File: src/rtl/final_pkg.sv
// Shared widths and data types for the final_blk accumulator/rotator slice.
package final_pkg;
   localparam int A_W = 64;
   localparam int L_W = 129;

   typedef logic [A_W-1:0] a_t;
   typedef logic [L_W-1:0] long_t;
endpackage

File: src/rtl/rotl_129.sv
// Fixed left-rotate of a 129-bit word by ROT bits; pure wiring, no state.
// Combinational only, so it adds no latency and has no flow control.
module rotl_129
   import final_pkg::*;
#(
   parameter int ROT = 1
) (
   input  logic [L_W-1:0] din,
   output logic [L_W-1:0] dout
);

   if (ROT < 0 || ROT > L_W - 1) begin : g_bad_rot
      $error("rotl_129: ROT out of range 0..128");
   end

   // Output bit i is sourced from input bit (i - ROT) mod L_W.
   for (genvar i = 0; i < L_W; i++) begin : g_bit
      assign dout[i] = din[(i + L_W - ROT) % L_W];
   end

endmodule

File: src/rtl/final_blk.sv
// 64-bit accumulator (or plain register) plus a registered 129-bit left-rotate.
// Both outputs are flops with 1-cycle latency; no handshake, one input accepted every cycle.
module final_blk
   import final_pkg::*;
#(
   parameter int ROT    = 1,
   parameter bit ACC_EN = 1'b1
) (
   input  logic           clk,
   input  logic           rst_n,
   input  logic [A_W-1:0] a,
   input  logic [L_W-1:0] long_in,
   output logic [A_W-1:0] x,
   output logic [L_W-1:0] long_out
);

   long_t rot_dat;

   rotl_129 #(.ROT(ROT)) u_rotl (
      .din  (long_in),
      .dout (rot_dat)
   );

   // Sum wraps modulo 2^64; the carry is intentionally dropped.
   always_ff @(posedge clk or negedge rst_n) begin
      if (!rst_n) begin
         x        <= '0;
         long_out <= '0;
      end else begin
         x        <= ACC_EN ? (x + a) : a;
         long_out <= rot_dat;
      end
   end

endmodule

File: config.mk
export PLATFORM = sky130hd
export DESIGN_NAME = final_blk
export DESIGN_NICKNAME = d
export VERILOG_FILES = /design/src/rtl/final_pkg.sv /design/src/rtl/rotl_129.sv /design/src/rtl/final_blk.sv
export SDC_FILE = /design/constraint.sdc
export NUM_CORES = 1
export LEC_CHECK = 0
export CORE_MARGIN = 2
export CORE_UTILIZATION = 44
export CTS_CLUSTER_SIZE = 24
export DETAILED_ROUTE_END_ITERATION = 12
export GPL_TIMING_DRIVEN = 0
export PLACE_DENSITY = 0.88
export SYNTH_ARGS = -nofsm -noshare
export SYNTH_HDL_FRONTEND = slang
export SYNTH_HIERARCHICAL = 1
export SYNTH_SLANG_ARGS = --single-unit
export TNS_END_PERCENT = 50
File: constraint.sdc
create_clock -name clk -period 3.7 [get_ports clk]
set_input_delay 0.37 -clock clk [delete_from_list [all_inputs] [get_ports clk]]
set_output_delay 0.37 -clock clk [all_outputs]
set_load 0.01 [all_outputs]
==> results of run 1 <==
## cells in the final DEF, fill, tap and decap left out, drive strengths merged, types with 7 or more instances in the layout
| cell type | count |
|---|---|
| a21o | 34 |
| a21oi | 78 |
| a31oi | 9 |
| and3 | 7 |
| buf | 138 |
| clkbuf | 29 |
| clkdlybuf4s50 | 257 |
| clkinv | 8 |
| dfrtp | 193 |
| ha | 63 |
| inv | 19 |
| nand2 | 53 |
| nand3 | 14 |
| nand4 | 19 |
| nor2 | 44 |
| nor2b | 7 |
| nor3 | 8 |
| o21ai | 46 |
| o21bai | 15 |
| xnor2 | 38 |
| xor2 | 23 |
## synthesized netlist by cell type (all sizes together) (5+ instances only)
master	count
nand4	19
dfrtp	193
nor4	5
nor2	44
nand3	14
xor2	23
o21bai	15
nand2	53
a31oi	9
a21oi	78
and3	7
buf	136
ha	63
o21a	6
nor2b	7
a21boi	6
a21o	34
clkbuf	11
o21ai	46
inv	13
nor3	8
xnor2	38
## flip-flops by register name, summed over array words and instances (netlist names)
signal	flops
x	64
long_out	129
## repair_timing
action,4_1_cts,5_1_grt
setup endpoints to repair,0,0
buffers inserted,0,0
hold endpoints to repair,37,0
hold buffers,1,0
## per-stage QoR
stage | instances | total power, W | TNS, ns | hold slack, ns
2_1_floorplan | 873 | 0.00634 | 0 | 0.0744
3_3_place_gp | 1406 | 0.00808 | -1093.12 | 0.478
5_1_grt | 1441 | 0.0109 | 0 | 0.00550
6_report | 1441 | 0.0102 | 0 | 0.0378
3_5_place_dp | 1407 | 0.00822 | -0.159 | 0.445
4_1_cts | 1440 | 0.0102 | 0 | 0.0172
## where the power goes
group / internal [W] / switching, W / total, W / leakage (nW)
Sequential: 0.00260 / 0.000252 / 0.00285 / 2.25
Combinational: 0.00252 / 0.00288 / 0.00540 / 3.35
Clock: 0.000955 / 0.000958 / 0.00191 / 0.306
Total: 0.00607 / 0.00409 / 0.0102 / 5.91
## per-layer routing
metal	part of all wire	vias up	global-route usage
li1	-	3489	-
met1	0.35	3473	0.253
met2	0.51	312	0.395
met3	0.080	77	0.0805
met4	0.058	8	0.133
met5	0.0018	-	0
## area by class of cell
type	count	area [µm²]
antenna	1	2.50
multi-input combinational	520	3610
inverter	13	48.8
tap	275	344
buffer	147	1090
timing repair buffer	260	2630
clock inverter	14	200
sequential	193	4830
clock buffer	18	439
fill	1704	8040
## final timing paths
kind                                   start       endpoint  slack [ns]  cells after the start
worst max-delay path                    x[0]          x[44]        0.16                     11
worst min-delay path            long_in[120]  long_out[121]        0.04                      1
worst max register to register          x[0]          x[44]        0.16                     11
worst min register to register          x[0]           x[0]        0.52                      1
max in group asynchronous              rst_n  long_out[126]        2.21                      3
min in group asynchronous              rst_n   long_out[30]        0.53                      2
## cells by family after synthesis
| group | count (synthesis) |
|---|---|
| AO/OA/AOI/OAI | 218 |
| XOR/XNOR | 61 |
| adder cells (fa/ha/maj) | 64 |
| buffers and inverters | 160 |
| flip-flops | 193 |
| AND/OR/NAND/NOR | 177 |
## critical path, delay by kind of cell (launching register included)
family                     cells  cell delay [ns]
xor gates and xnor gates       1             0.16
DFF                            1             0.39
and+or+nand+nor                3             0.75
adders and majority gates      2             0.63
AOI/OAI and AO/OA              5             1.49
==> results.toml, run 1 <==
[outcome]
status = "complete, no violations"

[cts]
numCtsBuffers = 17
post_cts.resized_instances = 0
cts.sink_count = 193
ctsLongestPathBuffers = 2
cts-htree-levels = 4
cts.root.buffer_cell = "sky130_fd_sc_hd__clkbuf_16"
clock_tree_from_tritoncts = "built"
worstSkewPairLatency_ns = 0.43
clk_pin_slew_worst_paths_ns = 0.09

[yosys]
complex_gate_fraction_of_the_synthesized_area = 0.143
area_share_of_fa_ha_maj_cells_after_synthesis = 0.0844
synth-seq-area-share = 0.505
postSynthRegisterBits = 193
synthTopCellsByArea = "sky130_fd_sc_hd__dfrtp_1 (50%), sky130_fd_sc_hd__buf_4 (10%), sky130_fd_sc_hd__ha_1 (8.2%)"
synth_unique_cells = 65
post_synth_xor_area_fraction = 0.0558
synthesis.area_mm2 = 0.00957
synth_largest_area_cell = "sky130_fd_sc_hd__dfrtp_1"
synthMuxAreaShare = 0
dominantRegCellSynth = "sky130_fd_sc_hd__dfrtp_1"
synth_async_sr_flop_share = 1.00
yosys.area_share.simple = 0.0936
synth_top_family_by_area = "compound AO/OA/AOI/OAI gates"
per_instance_average_area_after_synthesis_um2 = 11.0
synthCells = 873
synthesis.yosys.warnings = 6
synth_top_cell_area_share = 0.505
mappedNetlistNets = 1132
count_of_flip_flops_with_a_built_in_enable_after_synthesis = 0

[timing]
worst_slew_margin_rel = 0.499
final_hold_violations = 0
fin_skew_ns = 0.0210
timing_worst_slew_pin_value_ns = 0.751
min_period_ns = 3.54
fmax_ghz = 0.282
finalCritPeriodShare = 0.957
slew_viol_final = 0
grt_setup_unrepaired = "false"
setup_violations = 0
final_critical_path_setup_slack_ns = 0.159

[detailed_routing]
detail_route.vias_per_cell = 5.11
1st_iter_drt_viols = 458
routedWlPerCell_um = 18.8
routed_wirelength_um = 27000
detailroute.via_count = 7359
first_pass_iters = 5
postRouteAntennaNets = 0
drcViolationCount = 0

[setup_path]
worstSetupPathType = "flop to flop"
crit_arrival_ns = 3.85
worstSetupStartpointType = "flop"
worst_path_max_delay_cell = "sky130_fd_sc_hd__o32ai_1"
cpPeakStageDelay_ns = 0.57
path_common_cell = "sky130_fd_sc_hd__a21oi_1"
critical_path_peak_fanout = 5
cp_cell_sequence = "ha_1 > fa_1 > a21oi_1 > nor2_2 > nor4_2 > nor2_1 > a21oi_2 > a21oi_1 > o32ai_1 > o21ai_1 > xor2_1"
worst-endpoint-required_ns = 4.01
worst_setup_path_end_kind = "flop"

[floorplan]
dieArea_mm2 = 0.0230
core-area_mm2 = 0.0212
die_w_um = 152
starting_density_of_the_core = 0.451
floorplan.rows = 53
ios = 388
chipHeight_um = 152

[global_route]
grt_pass1_vias = 7688
grt_max_degree = 101
grt_first_pass_wirelength_um = 40100
grt.overflow.total = 0
track_usage = 0.232
grt_antenna_before_repair = 5

[placement]
preCtsSetupSlack_ns = -0.159
port_buffers = 258
hpwl_um = 22000
gp_congestion = 0.900
placed_area_mm2 = 0.0125

[layout]
final_design_area_no_fill_mm2 = 0.0132
finalCoreUtilization = 0.621
area_growth_syn_to_layout_pct = 37.7
fin_nets = 1411
layout-drive-gt1-share = 0.167

[power]
ir_worst_vdd_mv = 0.341
power.leakage_nw = 5.91
power.density_mw_per_mm2 = 771

[hold_path]
worst_hold_path_type = "input pin to flop"

[run]
max_cap_violations = 0
(Power assumes the default switching activity.)
==> run 2, diff against run 1 <==
- CAP_MARGIN: default -> 15
==> results of run 2 <==
The final DEF is identical to that of run 1; final timing and power are the same.
==> run 3, diff against run 2 <==
- CORE_UTILIZATION: 44 -> 45
- CTS_BUF_LIST: default -> sky130_fd_sc_hd__clkbuf_8
- PLACE_DENSITY: 0.88 -> 0.9
==> results.toml, run 3 (same netlist as run 1, synthesis figures left out) <==
[global_route]
grt_antenna_before_repair = 2
track_usage = 0.274
grt_pass1_vias = 8520
grt-busiest-layer = "met2"
met1_usage = 0.322
grt_first_pass_wirelength_um = 46700
grt_max_degree = 111
grt.overflow.total = 0
grt.met3_usage = 0.0579
use_met2 = 0.467

[setup_path]
crit_arrival_ns = 3.95
critical_path_peak_fanout = 5
timing.reg2reg.worst_path_depth = 11
worstSetupStartpointType = "flop"
regToRegEndpoint = "x[44]"
worst-endpoint-required_ns = 4.05
reg2reg_from = "x[0]"
reg2reg_setup_slack_ns = 0.1
worst_setup_path_end_kind = "flop"
worstSetupPathType = "flop to flop"

[detailed_routing]
detail_route.vias_per_cell = 5.15
drcViolationCount = 0
detailroute.via_count = 8085
routedWlPerCell_um = 19.5
1st_iter_drt_viols = 480
postRouteAntennaNets = 0
first_pass_iters = 4
routed_wirelength_um = 30700

[floorplan]
starting_density_of_the_core = 0.457
ios = 388
dieArea_mm2 = 0.0225
chipHeight_um = 150
floorplan.rows = 53
core-area_mm2 = 0.0210
die_w_um = 150

[layout]
largest_register_ffs = 129
biggest_registers_after_layout = "long_out (129), x (64)"
filler_cell_count = 1512
regMostFlops = "long_out"
area_growth_syn_to_layout_pct = 48.9
fin_nets = 1540
layout-drive-gt1-share = 0.149
finalCoreUtilization = 0.680
final_common_cell = "sky130_fd_sc_hd__clkdlybuf4s50_1"
layout_common_cells = "sky130_fd_sc_hd__clkdlybuf4s50_1 (257), sky130_fd_sc_hd__dfrtp_1 (193), sky130_fd_sc_hd__buf_4 (130), sky130_fd_sc_hd__dlygate4sd3_1 (130), sky130_fd_sc_hd__a21oi_1 (76)"

[timing]
finalCritPeriodShare = 0.973
fmax_ghz = 0.278
final_hold_violations = 0
min_period_ns = 3.60
setup_violations = 0
slew_viol_final = 0
grt_setup_unrepaired = "false"
finalHoldWorstSlack_ns = 0.513
worst_slew_margin_rel = 0.407
fin_skew_ns = 0.0223
timing_worst_slew_pin_value_ns = 0.890

[cts]
cts-htree-levels = 4
cts.root.buffer_cell = "sky130_fd_sc_hd__clkbuf_8"
clock_tree_from_tritoncts = "built"
worstSkewPairLatency_ns = 0.47
numCtsBuffers = 17
post_cts.resized_instances = 0
ctsLongestPathBuffers = 2
clk_pin_slew_worst_paths_ns = 0.12
cts.sink_count = 193
post-cts-setup-buffers = 0

[power]
power.density_mw_per_mm2 = 690
power.leakage_nw = 6.35
power.total_w = 0.00984
ir_worst_vdd_mv = 0.327

[placement]
hpwl_um = 21700
port_buffers = 258
gp_congestion = 0.889

[run]
max_cap_violations = 0

[outcome]
status = "complete, no violations"

[hold_path]
worst_hold_path_type = "input pin to async pin"
-- run 3: cell count changes in the layout (fill, tap and decap cells not counted) --
cell | before | now
sky130_fd_sc_hd__inv_1 | 13 | 14
sky130_fd_sc_hd__inv_8 | 1 | 5
sky130_fd_sc_hd__clkbuf_16 | 17 | 0
sky130_fd_sc_hd__dlygate4sd3_1 | 1 | 130
sky130_fd_sc_hd__clkbuf_8 | 2 | 18
sky130_fd_sc_hd__inv_6 | 3 | 2
sky130_fd_sc_hd__clkinv_8 | 8 | 4
sky130_fd_sc_hd__clkinv_4 | 0 | 1
-- run 3: worst max-delay path, cell delays in order (launching register included) --
cell                      delay [ns]
sky130_fd_sc_hd__dfrtp_1        0.41
sky130_fd_sc_hd__ha_1           0.23
sky130_fd_sc_hd__fa_1           0.42
sky130_fd_sc_hd__a21oi_1        0.28
sky130_fd_sc_hd__nor2_2         0.09
sky130_fd_sc_hd__nor4_2         0.44
sky130_fd_sc_hd__nor2_1         0.20
sky130_fd_sc_hd__a21oi_2        0.34
sky130_fd_sc_hd__a21oi_1        0.16
sky130_fd_sc_hd__o32ai_1        0.58
sky130_fd_sc_hd__o21ai_1        0.17
sky130_fd_sc_hd__xor2_1         0.16
-- run 3: cell type report --
| type | count | area, µm² | share of cell area |
|---|---|---|---|
| antenna | 1 | 2.50 | 0.000176 |
| clock buffer | 17 | 234 | 0.0164 |
| timing repair buffer | 389 | 3920 | 0.275 |
| tap | 275 | 344 | 0.0241 |
| inverter | 13 | 48.8 | 0.00342 |
| sequential | 193 | 4830 | 0.339 |
| buffer | 147 | 1090 | 0.0764 |
| clock inverter | 15 | 184 | 0.0129 |
| multi-input combinational | 520 | 3610 | 0.253 |
-- run 3: worst max path at each step --
stage / slack (ns) / start / to
floorplan: 0.88 / x[0] / x[44]
global placement: -5.67 / rst_n / long_out[109]
detailed placement: -0.19 / a[0] / x[44]
CTS: 0.24 / x[0] / x[44]
global route: 0.04 / x[0] / x[44]
finish: 0.1 / x[0] / x[44]
-- run 3: timing repair --
item	in CTS	in global routing
endpoints found under the hold margin	163	0
endpoints found under the setup margin	0	0
hold buffers	130	0
-- run 3: power breakdown --
| part | switching [W] | total (W) | internal (W) |
|---|---|---|---|
| combinational | 0.00293 | 0.00554 | 0.00261 |
| sequential | 0.000257 | 0.00285 | 0.00259 |
| clock | 0.000919 | 0.00145 | 0.000531 |
-- run 3: metal layers --
metal,wire [µm],up-vias
met5,13,-
met4,1860,2
met3,1910,99
met2,15300,362
met1,11600,3879
li1,-,3743
-- run 3: per-stage QoR --
step	setup TNS (ns)	worst slack, ns	area [µm²]	instances
finish	0	0.0991	14300	1570
global route	0	0.0450	14300	1569
CTS	0	0.236	14300	1569
detailed placement	-0.210	-0.190	12500	1407
global placement	-1091.43	-5.67	12500	1406
floorplan	0	0.879	9570	873
